## src/rtl/ibex_hpm_event_ctrl.sv

```systemverilog
// Event-select, inhibit and overflow/interrupt controller for a bank of HPM counters.
// Registers raw event strobes, produces per-counter increment strobes and sticky overflow flags.
module ibex_hpm_event_ctrl #(
    parameter int unsigned NumCounters  = 4,
    parameter int unsigned NumEvents    = 16,
    parameter int unsigned CounterWidth = 40,
    localparam int unsigned SelW        = $clog2(NumEvents),
    localparam int unsigned IdxW        = (NumCounters > 1) ? $clog2(NumCounters) : 1
) (
    input  logic                        clk_i,
    input  logic                        rst_ni,
    input  logic [NumEvents-1:0]        event_i,
    input  logic                        sel_we_i,
    input  logic [IdxW-1:0]             sel_idx_i,
    input  logic [SelW-1:0]             sel_wdata_i,
    input  logic                        inhibit_we_i,
    input  logic [NumCounters-1:0]      inhibit_wdata_i,
    input  logic                        ovf_we_i,
    input  logic [NumCounters-1:0]      ovf_wdata_i,
    input  logic                        irq_en_we_i,
    input  logic [NumCounters-1:0]      irq_en_wdata_i,
    input  logic [NumCounters-1:0]      counter_wr_i,
    input  logic [64*NumCounters-1:0]   counter_val_i,
    output logic [NumCounters-1:0]      counter_inc_o,
    output logic [SelW*NumCounters-1:0] event_sel_o,
    output logic [NumCounters-1:0]      inhibit_o,
    output logic [NumCounters-1:0]      ovf_o,
    output logic [NumCounters-1:0]      irq_en_o,
    output logic                        irq_o
);

    logic [NumEvents-1:0]   event_q;
    logic [SelW-1:0]        sel_q [NumCounters];
    logic [SelW-1:0]        sel_d [NumCounters];
    logic [NumCounters-1:0] inhibit_q, inhibit_d;
    logic [NumCounters-1:0] ovf_q, ovf_d;
    logic [NumCounters-1:0] irq_en_q, irq_en_d;
    logic [NumCounters-1:0] inc_s, wrap_s;
    logic                   unused_val_s;

    // Bits of counter_val_i above CounterWidth carry no meaning here.
    assign unused_val_s = ^counter_val_i;

    // Increment strobes and wrap detection, derived from registered state only (plus counter value).
    always_comb begin
        inc_s  = {NumCounters{1'b0}};
        wrap_s = {NumCounters{1'b0}};
        for (int i = 0; i < int'(NumCounters); i++) begin
            if ((sel_q[i] != {SelW{1'b0}}) && (int'(sel_q[i]) < int'(NumEvents))) begin
                inc_s[i] = ~inhibit_q[i] & event_q[sel_q[i]];
            end else begin
                inc_s[i] = 1'b0;
            end
            wrap_s[i] = inc_s[i] & ~counter_wr_i[i] & (&counter_val_i[64*i +: CounterWidth]);
        end
    end

    // Configuration next-state; an index beyond the bank matches no counter and is dropped.
    always_comb begin
        for (int i = 0; i < int'(NumCounters); i++) begin
            if (sel_we_i && (int'(sel_idx_i) == i)) begin
                sel_d[i] = sel_wdata_i;
            end else begin
                sel_d[i] = sel_q[i];
            end
        end
        if (inhibit_we_i) begin
            inhibit_d = inhibit_wdata_i;
        end else begin
            inhibit_d = inhibit_q;
        end
        if (irq_en_we_i) begin
            irq_en_d = irq_en_wdata_i;
        end else begin
            irq_en_d = irq_en_q;
        end
        // A hardware wrap always overrides a software write so no overflow is lost.
        if (ovf_we_i) begin
            ovf_d = ovf_wdata_i | wrap_s;
        end else begin
            ovf_d = ovf_q | wrap_s;
        end
    end

    // State registers with asynchronous reset; counters start inhibited.
    always_ff @(posedge clk_i or negedge rst_ni) begin
        if (!rst_ni) begin
            event_q   <= {NumEvents{1'b0}};
            inhibit_q <= {NumCounters{1'b1}};
            ovf_q     <= {NumCounters{1'b0}};
            irq_en_q  <= {NumCounters{1'b0}};
            for (int i = 0; i < int'(NumCounters); i++) begin
                sel_q[i] <= {SelW{1'b0}};
            end
        end else begin
            event_q   <= event_i;
            inhibit_q <= inhibit_d;
            ovf_q     <= ovf_d;
            irq_en_q  <= irq_en_d;
            for (int i = 0; i < int'(NumCounters); i++) begin
                sel_q[i] <= sel_d[i];
            end
        end
    end

    // Readback packing.
    always_comb begin
        event_sel_o = {(SelW*NumCounters){1'b0}};
        for (int i = 0; i < int'(NumCounters); i++) begin
            event_sel_o[SelW*i +: SelW] = sel_q[i];
        end
    end

    assign counter_inc_o = inc_s;
    assign inhibit_o     = inhibit_q;
    assign ovf_o         = ovf_q;
    assign irq_en_o      = irq_en_q;
    assign irq_o         = |(ovf_q & irq_en_q);

endmodule
```

## config.mk

```make
export PLATFORM = sky130hd
export DESIGN_NAME = ibex_hpm_event_ctrl
export DESIGN_NICKNAME = d
export VERILOG_FILES = /design/src/rtl/ibex_hpm_event_ctrl.sv
export SDC_FILE = /design/constraint.sdc
export NUM_CORES = 1
export LEC_CHECK = 0
export ABC_AREA = 1
export CORE_AREA = 2 2 130 132
export DETAILED_ROUTE_END_ITERATION = 16
export DIE_AREA = 0 0 132 134
export SYNTH_ARGS = -nofsm -noshare
export SYNTH_HDL_FRONTEND = slang
export SYNTH_SLANG_ARGS = --single-unit
```

## constraint.sdc

```tcl
create_clock -name clk_i -period 1.8 [get_ports clk_i]
set_input_delay 0.54 -clock clk_i [delete_from_list [all_inputs] [get_ports clk_i]]
set_output_delay 0.54 -clock clk_i [all_outputs]
set_load 0.03 [all_outputs]
```

; ---- Word-level counts from Yosys, hierarchy flattened
; Index checks and enable logic that the tools add are counted.
[word_totals]
elab_cells = 65
out_inout_bits = 33
in_bits = 300
register_bits = 44
[op_classes]
magnitude_cmp = 4
n_reduce_logical = 14
bitwise_logic = 23
mux = 13
eq_ne = 3
[op_table]
columns = op, n
row1 = 40-bit AND reduction, 4
row2 = "4-bit by 5-bit less-than comparator with 1-bit output, second input constant", 4
row3 = 1-bit binary-select mux with 4-bit select, 4
row4 = 4-bit nonzero test, 4
row5 = 1-bit bitwise AND, 12
row6 = 1-bit two-way mux, 8
row7 = 1-bit NOT, 8
row8 = 4-bit OR, 2
row9 = 4-bit bitwise AND, 1
row10 = "2-bit == test, second input constant", 2
row11 = 1-bit logical AND, 4
row12 = 4-bit two-way mux, 1
row13 = 4-bit OR reduction, 1
row14 = "2-bit by 1-bit == test with 1-bit output, second input constant", 1
row15 = 2-bit zero test, 1

; ---- Depth between registers and ports, before layout
; Gate-level depths: netlist (run 1).
[depth]
ltp_word = 8
mapped_depth = 11
ltp_nobuf = 10

; ---- Least setup slack after synthesis (run 1)
; OpenSTA, ideal clock, no wires.
[synth_timing]
kind = reg2out
start = register sel_q (netlist bit event_sel_o[8])
end = output counter_inc_o[2]
arrival_ns = 1.815
path_stages_with_launch = 10
setup_slack_ns = -0.555
required_ns = 1.260
cell_sequence = dfrtp_1 > buf_4 > inv_2 > nand2_1 > nand3_1 > nand2_1 > nand2_1 > nand2_1 > inv_1 > a21boi_0
[synth_between]
elab_chain_len = 4
[synth_lines]
columns = element, line
row1 = "start, declared", 33  ; logic [SelW-1:0] sel_q [NumCounters];
row2 = "start signal, assigned by index", 93  ; sel_q[i] <= {SelW{1'b0}};
row3 = "start signal, assigned by index", 101  ; sel_q[i] <= sel_d[i];
row4 = 1-bit binary-select mux with 4-bit select, 50  ; inc_s[i] = ~inhibit_q[i] & event_q[sel_q[i]];
row5 = 1-bit two-way mux (not written as such), 50
row6 = 1-bit bitwise AND, 50
row7 = 1-bit two-way mux (*), 49  ; if ((sel_q[i] != {SelW{1'b0}}) && (int'(sel_q[i]) < int'(NumEvents))) begin
row8 = "end, declared", 24  ; output logic [NumCounters-1:0] counter_inc_o,
; Mark *: on every way between the ends. The rest lies on a longest branch, timed or not. The select of a mux whose other input is x is not followed.

; ---- Final worst setup path (run 1)
[layout_timing]
start = register sel_q (netlist bit event_sel_o[0])
end = output counter_inc_o[0]
; The elaborated chain is that of the path after synthesis.

==> impl_results.md, run 1 <==
- PwrDens: 666 mW/mm^2
- CTS tree: done
- Post-synthesis mux area share: 0.0233
- Leakage: 2.74 nW
- GR Util All Layers: 0.147
- Syn Nets: 744
- Worst hold path type: in2async
- CP Launch Type: flip-flop
- Async S/R FF share, synth: 1.00
- Final WS setup: -0.327 ns
- Die Wd: 132 um
- Setup crit end kind: primary output
- Seq/Total Area, Yosys: 0.389
- Post-DP HPWL: 11000 um
- Clock buffer depth: 2
- Port Buf Inserts: 236
- RSZ-0062 raised after global routing: true
- Die Y: 134 um
- Final setup fails: 5
- Vias in the first global route: 4039
- FF-to-FF setup slack: 0.31 ns
- Adder-Cell Fraction of Synth Area: 0
- Failing checks: negative setup slack
- Gpl congestion: 0.883
- Area growth, synth to finish: 121%
- Yosys warns: 0
- R2r startpoint: event_sel_o[12]$_DFFE_PN0P_
- I/O pin cnt: 333
- Post-synth EDFFs: 0
- Worst r2r path cells: 8
- Antenna Nets Post-Route: 0
- Crit path max fanout: 8
- Full die area: 0.0177 sq mm
- Largest net degree at the start of global routing: 22
- Post-synthesis compound-gate area fraction: 0.0788
- Avg WL per Cell: 14.1 um
- Vias per inst: 4.14
- DRT Pass-1 Iters: 4
- Pins Over Slew Limit: 0
- First-pass GRT wire length: 20100 um
- Cell variety after synth: 23
- FP Rows: 47
- Top FF cell, synth: dfrtp_1
- Critical Path AT: 1.59 ns
- Final cell count without fillers: 936
- Largest family of logic cells by synthesized area: simple AND/OR/NAND/NOR gates
- Synth Area in XOR/XNOR: 0
- WP data required: 1.26 ns
- Setup CP Type: reg2out
- Fin. Hold Viols: 0
- Final period util: 1.18
- Clock tree sinks: 44
- DR vias: 3871
- Core region area: 0.0163 sq mm
- Post-Synth Simple-Gate Area: 0.434
- Pwr Total: 4.18 mW
- Outcome: finished with violations
- Max-cap violations: 0
- Commonest non-fill, non-tap cells in the layout: 202 x clkdlybuf4s50_1, 165 x nand2_1, 51 x nor2_1, 36 x inv_1, 27 x dfrtp_1
- Worst skew pair latency: 0.29 ns
- Placed cells: 915
- Global route overflow: 0
- Min Tclk post-route: 2.13 ns
- DR iter-0 viols: 141
- # hold bufs at CTS: 0
- CTS root buffer: clkbuf_16
- CTS clk-pin slew, worst paths: 0.06 ns
- Initial antenna violation count: 0
- Peak VDD IR: 0.360 mV
- CTS HTree Levels: 2
- Max_slew headroom: 0.704
- Critical path launch point: event_sel_o[0]$_DFFE_PN0P_
- Total detailed-routing wirelength: 13200 um
- Post-route DRC: 0
- Synth Register Bits: 44
- Max frequency: 470 MHz
- Mapped Cells: 444
- Most common cell after layout, fill and taps aside: clkdlybuf4s50_1
- Initial Utilization: 0.175
- Clk_skew: 0.00720 ns
- Worst-margin pin slew: 0.445 ns
- Layout cells sized above 1: 0.203
- Ant diodes: 0
- Setup crit end: counter_inc_o[0]
- Post-Syn Area per Cell: 6.41 sq um
- Layout Nets: 1015
- Hold slack: 0.190 ns
- TritonCTS buffer count: 5
- Reg2reg end: ovf_o[3]$_DFF_PN0_
- Synth Cell Area: 0.00284 sq mm
==> worst min-delay path by stage <==
stage | to | depth (start not counted) | slack (ns) | startpoint
after floorplan | event_q[0]$_DFF_PN0_ | 0 | 0.24 | rst_ni
after global placement | event_sel_o[9]$_DFFE_PN0P_ | 1 | 0.51 | rst_ni
after detailed placement | event_sel_o[9]$_DFFE_PN0P_ | 1 | 0.52 | rst_ni
after CTS | event_sel_o[9]$_DFFE_PN0P_ | 1 | 0.20 | rst_ni
after global routing | event_sel_o[11]$_DFFE_PN0P_ | 1 | 0.22 | rst_ni
final | event_sel_o[11]$_DFFE_PN0P_ | 1 | 0.19 | rst_ni
==> synthesized netlist by cell type (2+ instances only) <==
cell type,number,area (sq um)
nor3_1,6,30.0
nand3_1,44,220
mux2_2,5,56.3
o21ai_0,30,150
nand3b_1,4,30.0
buf_6,2,22.5
nand2_1,181,679
inv_1,44,165
buf_4,2,15.0
a21oi_1,8,40.0
and3_1,4,25.0
a21boi_0,2,15.0
a31oi_1,2,12.5
inv_2,2,7.51
and2_1,2,12.5
or2_2,2,12.5
nand4_1,4,25.0
dfstp_2,4,105
nor2_1,53,199
dfrtp_1,40,1000
==> kinds of logic after synthesis <==
kind of cell,count (synthesis)
muxes,6
buffers and inverters,51
and+or+nand+nor,300
AOI/OAI and AO/OA,43
DFF,44
==> state kept, by name, indices dropped and copies added, names as in the netlist <==
name / flops
event_q: 16
event_sel_o: 16
inhibit_o: 4
irq_en_o: 4
ovf_o: 4
==> final cells by class <==
type / instances / area, sq um
Sequential cell: 44 / 1120
Multi-Input combinational cell: 349 / 1780
Clock inverter: 2 / 15.0
Timing Repair Buffer: 269 / 2770
Fill cell: 1707 / 10000
Tap cell: 220 / 275
Clock buffer: 6 / 139
Inverter: 46 / 175
==> layer usage <==
layer / wire length (um) / global-route usage / share of wire
met1: 5000 / 0.157 / 0.38
met5: 0 / 0 / 0
met3: 1540 / 0.0612 / 0.12
met4: 250 / 0.0429 / 0.019
met2: 6430 / 0.263 / 0.49
==> worst max-delay path, cell delays in order (launching register included) <==
cell and delay, ns:
dfrtp_2 0.41, buf_8 0.15, o21ai_1 0.16, nand2_1 0.07, nand3_1 0.08, nand2_1 0.06
nand2_1 0.08, and2_4 0.16, buf_12 0.11
==> where the power goes <==
group | switching [mW] | leakage [nW] | internal (mW) | total (mW)
Sequential | 0.126 | 0.509 | 1.11 | 1.23
Combinational | 0.924 | 2.16 | 1.08 | 2.01
Clock | 0.390 | 0.0691 | 0.552 | 0.942
Total | 1.44 | 2.74 | 2.74 | 4.18
==> stage by stage <==
| step | setup WS (ns) | setup TNS, ns | instance area (sq um) | utilization |
|---|---|---|---|---|
| finish | -0.327 | -1.21 | 6280 | 0.386 |
| global route | -0.406 | -1.52 | 6280 | 0.386 |
| CTS | -0.316 | -1.18 | 6070 | 0.373 |
| detailed placement | -0.213 | -0.633 | 5760 | 0.354 |
| global placement | -0.190 | -0.579 | 5760 | 0.354 |
| floorplan | -0.0220 | -0.0220 | 2900 | - |
==> what timing repair did <==
| item | in CTS | in global routing |
|---|---|---|
| pin swaps | 23 | 19 |
| gates resized for setup | 56 | 53 |
| setup endpoints to repair | 20 | 7 |
| setup buffers | 10 | 3 |
Note: power is estimated with default switching activity, not from simulation.
==> run 2: changes to the inputs <==
--- a/config.mk
+++ b/config.mk
@@ -9,6 +9,7 @@
 export CORE_AREA = 2 2 130 132
 export DETAILED_ROUTE_END_ITERATION = 16
 export DIE_AREA = 0 0 132 134
+export SETUP_SLACK_MARGIN = 0.2
 export SYNTH_ARGS = -nofsm -noshare
 export SYNTH_HDL_FRONTEND = slang
 export SYNTH_SLANG_ARGS = --single-unit
==> run 2 against run 1 <==
Compared with the run above:
- the run still ends with negative setup slack left
- hold slack lost 0.019 ns
- global-route usage up 0.14 points
- combinational power grew 4%
- first-iteration DRC count is 5.0% lower
- wire length up 1.1%
- core utilization up 1.6 points
- critical path type unchanged
- largest cell class unchanged
- highest routed layer unchanged
==> impl_results.md, run 2 (synthesized netlist as in run 1, its figures left out) <==
- Gate power share: 0.480
- Layout Nets: 1037
- P_int: 2.91 mW
- Peak VDD IR: 0.348 mV
- I/O pin cnt: 333
- WP data required: 1.26 ns
- DR iter-0 viols: 134
- Worst hold path type: in2async
- Gpl congestion: 0.833
- Die Wd: 132 um
- Worst skew pair latency: 0.29 ns
- Largest net degree at the start of global routing: 30
- Fin. Hold Viols: 0
- TritonCTS buffer count: 5
- Layout cells sized above 1: 0.249
- FF-to-FF setup slack: 0.07 ns
- Total detailed-routing wirelength: 13400 um
- Footprint of the multi-input gates: 0.00176 sq mm
- GR Util All Layers: 0.148
- GR peak layer: met2
- Clock buffer depth: 2
- R2r startpoint: ovf_o[3]$_DFF_PN0_
- RSZ-0062 raised after global routing: true
- Seq pwr share: 0.281
- Full die area: 0.0177 sq mm
- Area growth, synth to finish: 130%
- CTS tree: done
- Worst-margin pin slew: 0.387 ns
- Initial antenna violation count: 0
- Outcome: finished with violations
- Leakage: 3.10 nW
- Core region area: 0.0163 sq mm
- Commonest non-fill, non-tap cells in the layout: 173 x clkdlybuf4s50_1, 168 x nand2_1, 47 x nor2_1, 33 x inv_1, 32 x buf_4
- Max-cap violations: 0
- Worst r2r path cells: 13
- First-pass GRT wire length: 20600 um
- DRT Pass-1 Iters: 4
- Max_slew headroom: 0.742
- Crit path max fanout: 5
- Vias in the first global route: 4100
- Antenna Nets Post-Route: 0
- Fill cell count: 1697
- FP Rows: 47
- CTS clk-pin slew, worst paths: 0.06 ns
- Max frequency: 458 MHz
- Final period util: 1.21
- Clock tree sinks: 44
- Register Area: 0.00112 sq mm
- DR vias: 3962
- Sw Share: 0.334
- Met2 usage: 0.261
- Die Y: 134 um
- Met3 Usage GRT: 0.0718
- Hold slack: 0.172 ns
- Final core occ: 0.401
- CTS HTree Levels: 2
- Most common cell after layout, fill and taps aside: clkdlybuf4s50_1
- Vias per inst: 4.14
- Min Tclk post-route: 2.18 ns
- Critical Path AT: 1.64 ns
- P_sw: 1.45 mW
- Clk_skew: 0.00629 ns
- Clock share of power: 0.239
- Final setup fails: 5
- Setup crit end kind: primary output
- Global route overflow: 0
- Pins Over Slew Limit: 0
- Final WS setup: -0.385 ns
- Failing checks: negative setup slack
- Setup CP Type: reg2out
- PwrDens: 667 mW/mm^2
- Reg2reg end: ovf_o[3]$_DFF_PN0_
- Avg WL per Cell: 14.0 um
- Met1 usage: 0.161
- Post-route DRC: 0
- CTS root buffer: clkbuf_16
- Ant diodes: 0
- Pwr Total: 4.36 mW
- Initial Utilization: 0.175
- Post-DP HPWL: 10700 um
- CP Launch Type: flip-flop
- Port Buf Inserts: 236
run 2: cell types whose count changed in the layout (fill, tap and decap cells not counted), moves of 5 or more:
| cell | delta |
|---|---|
| nand3_1 | +7 |
| buf_4 | +10 |
| buf_2 | +5 |
| clkdlybuf4s50_1 | -29 |
| dlymetal6s2s_1 | +29 |
| dlygate4sd2_1 | -16 |
| buf_6 | +17 |
| nand3_2 | -6 |
run 2: metrics by stage:
step | setup TNS (ns) | area, sq um | cells | setup slack [ns]
6_report | -1.28 | 6540 | 958 | -0.385
5_1_grt | -1.63 | 6540 | 958 | -0.484
4_1_cts | -1.15 | 6250 | 950 | -0.321
3_5_place_dp | -0.530 | 5740 | 914 | -0.203
3_3_place_gp | -0.474 | 5740 | 914 | -0.178
2_1_floorplan | 0 | 2920 | 444 | 0.0324
run 2: final cells by class:
type	instances	share of cell area
inverter	46	0.0287
clock inverter	3	0.00651
multi-input combinational	349	0.269
tap	220	0.0421
timing repair buffer	291	0.463
clock buffer	5	0.0191
sequential	44	0.172
run 2: power groups by stage:
stage	registers (mW)	logic, mW	clock network [mW]
floorplan	1.39	0.593	0
global placement	1.27	1.70	0
detailed placement	1.27	1.71	0
CTS	1.22	1.97	1.06
global route	1.24	2.26	1.10
finish	1.23	2.09	1.04
run 2: worst max path at each step:
stage,start,cells past startpoint,to
2_1_floorplan,event_sel_o[0]$_DFFE_PN0P_,7,counter_inc_o[0]
3_3_place_gp,counter_val_i[210],9,ovf_o[3]$_DFF_PN0_
3_5_place_dp,counter_val_i[210],9,ovf_o[3]$_DFF_PN0_
4_1_cts,event_sel_o[0]$_DFFE_PN0P_,8,counter_inc_o[0]
5_1_grt,event_sel_o[0]$_DFFE_PN0P_,8,counter_inc_o[0]
6_report,event_sel_o[0]$_DFFE_PN0P_,8,counter_inc_o[0]
run 2: metal layers:
metal  up-vias  share of wire
met3        10           0.13
li1       1997              -
met4         0          0.012
met5         -              0
met1      1743           0.39
met2       212           0.47
run 2: repair_timing:
item                                    4_1_cts  5_1_grt
gates resized for setup                     105       87
hold buffers                                  0        0
buffers inserted                             28        8
pin swaps                                    19       60
cloned                                        0        0
endpoints found under the setup margin       28       21
run 2: worst max-delay path: stages, from the launching register on:
cell	delay, ns
dfrtp_2	0.44
buf_6	0.15
o21ai_2	0.14
nand2_1	0.09
nand3_2	0.08
nand2_2	0.07
nor2_4	0.12
and2_4	0.16
buf_12	0.11
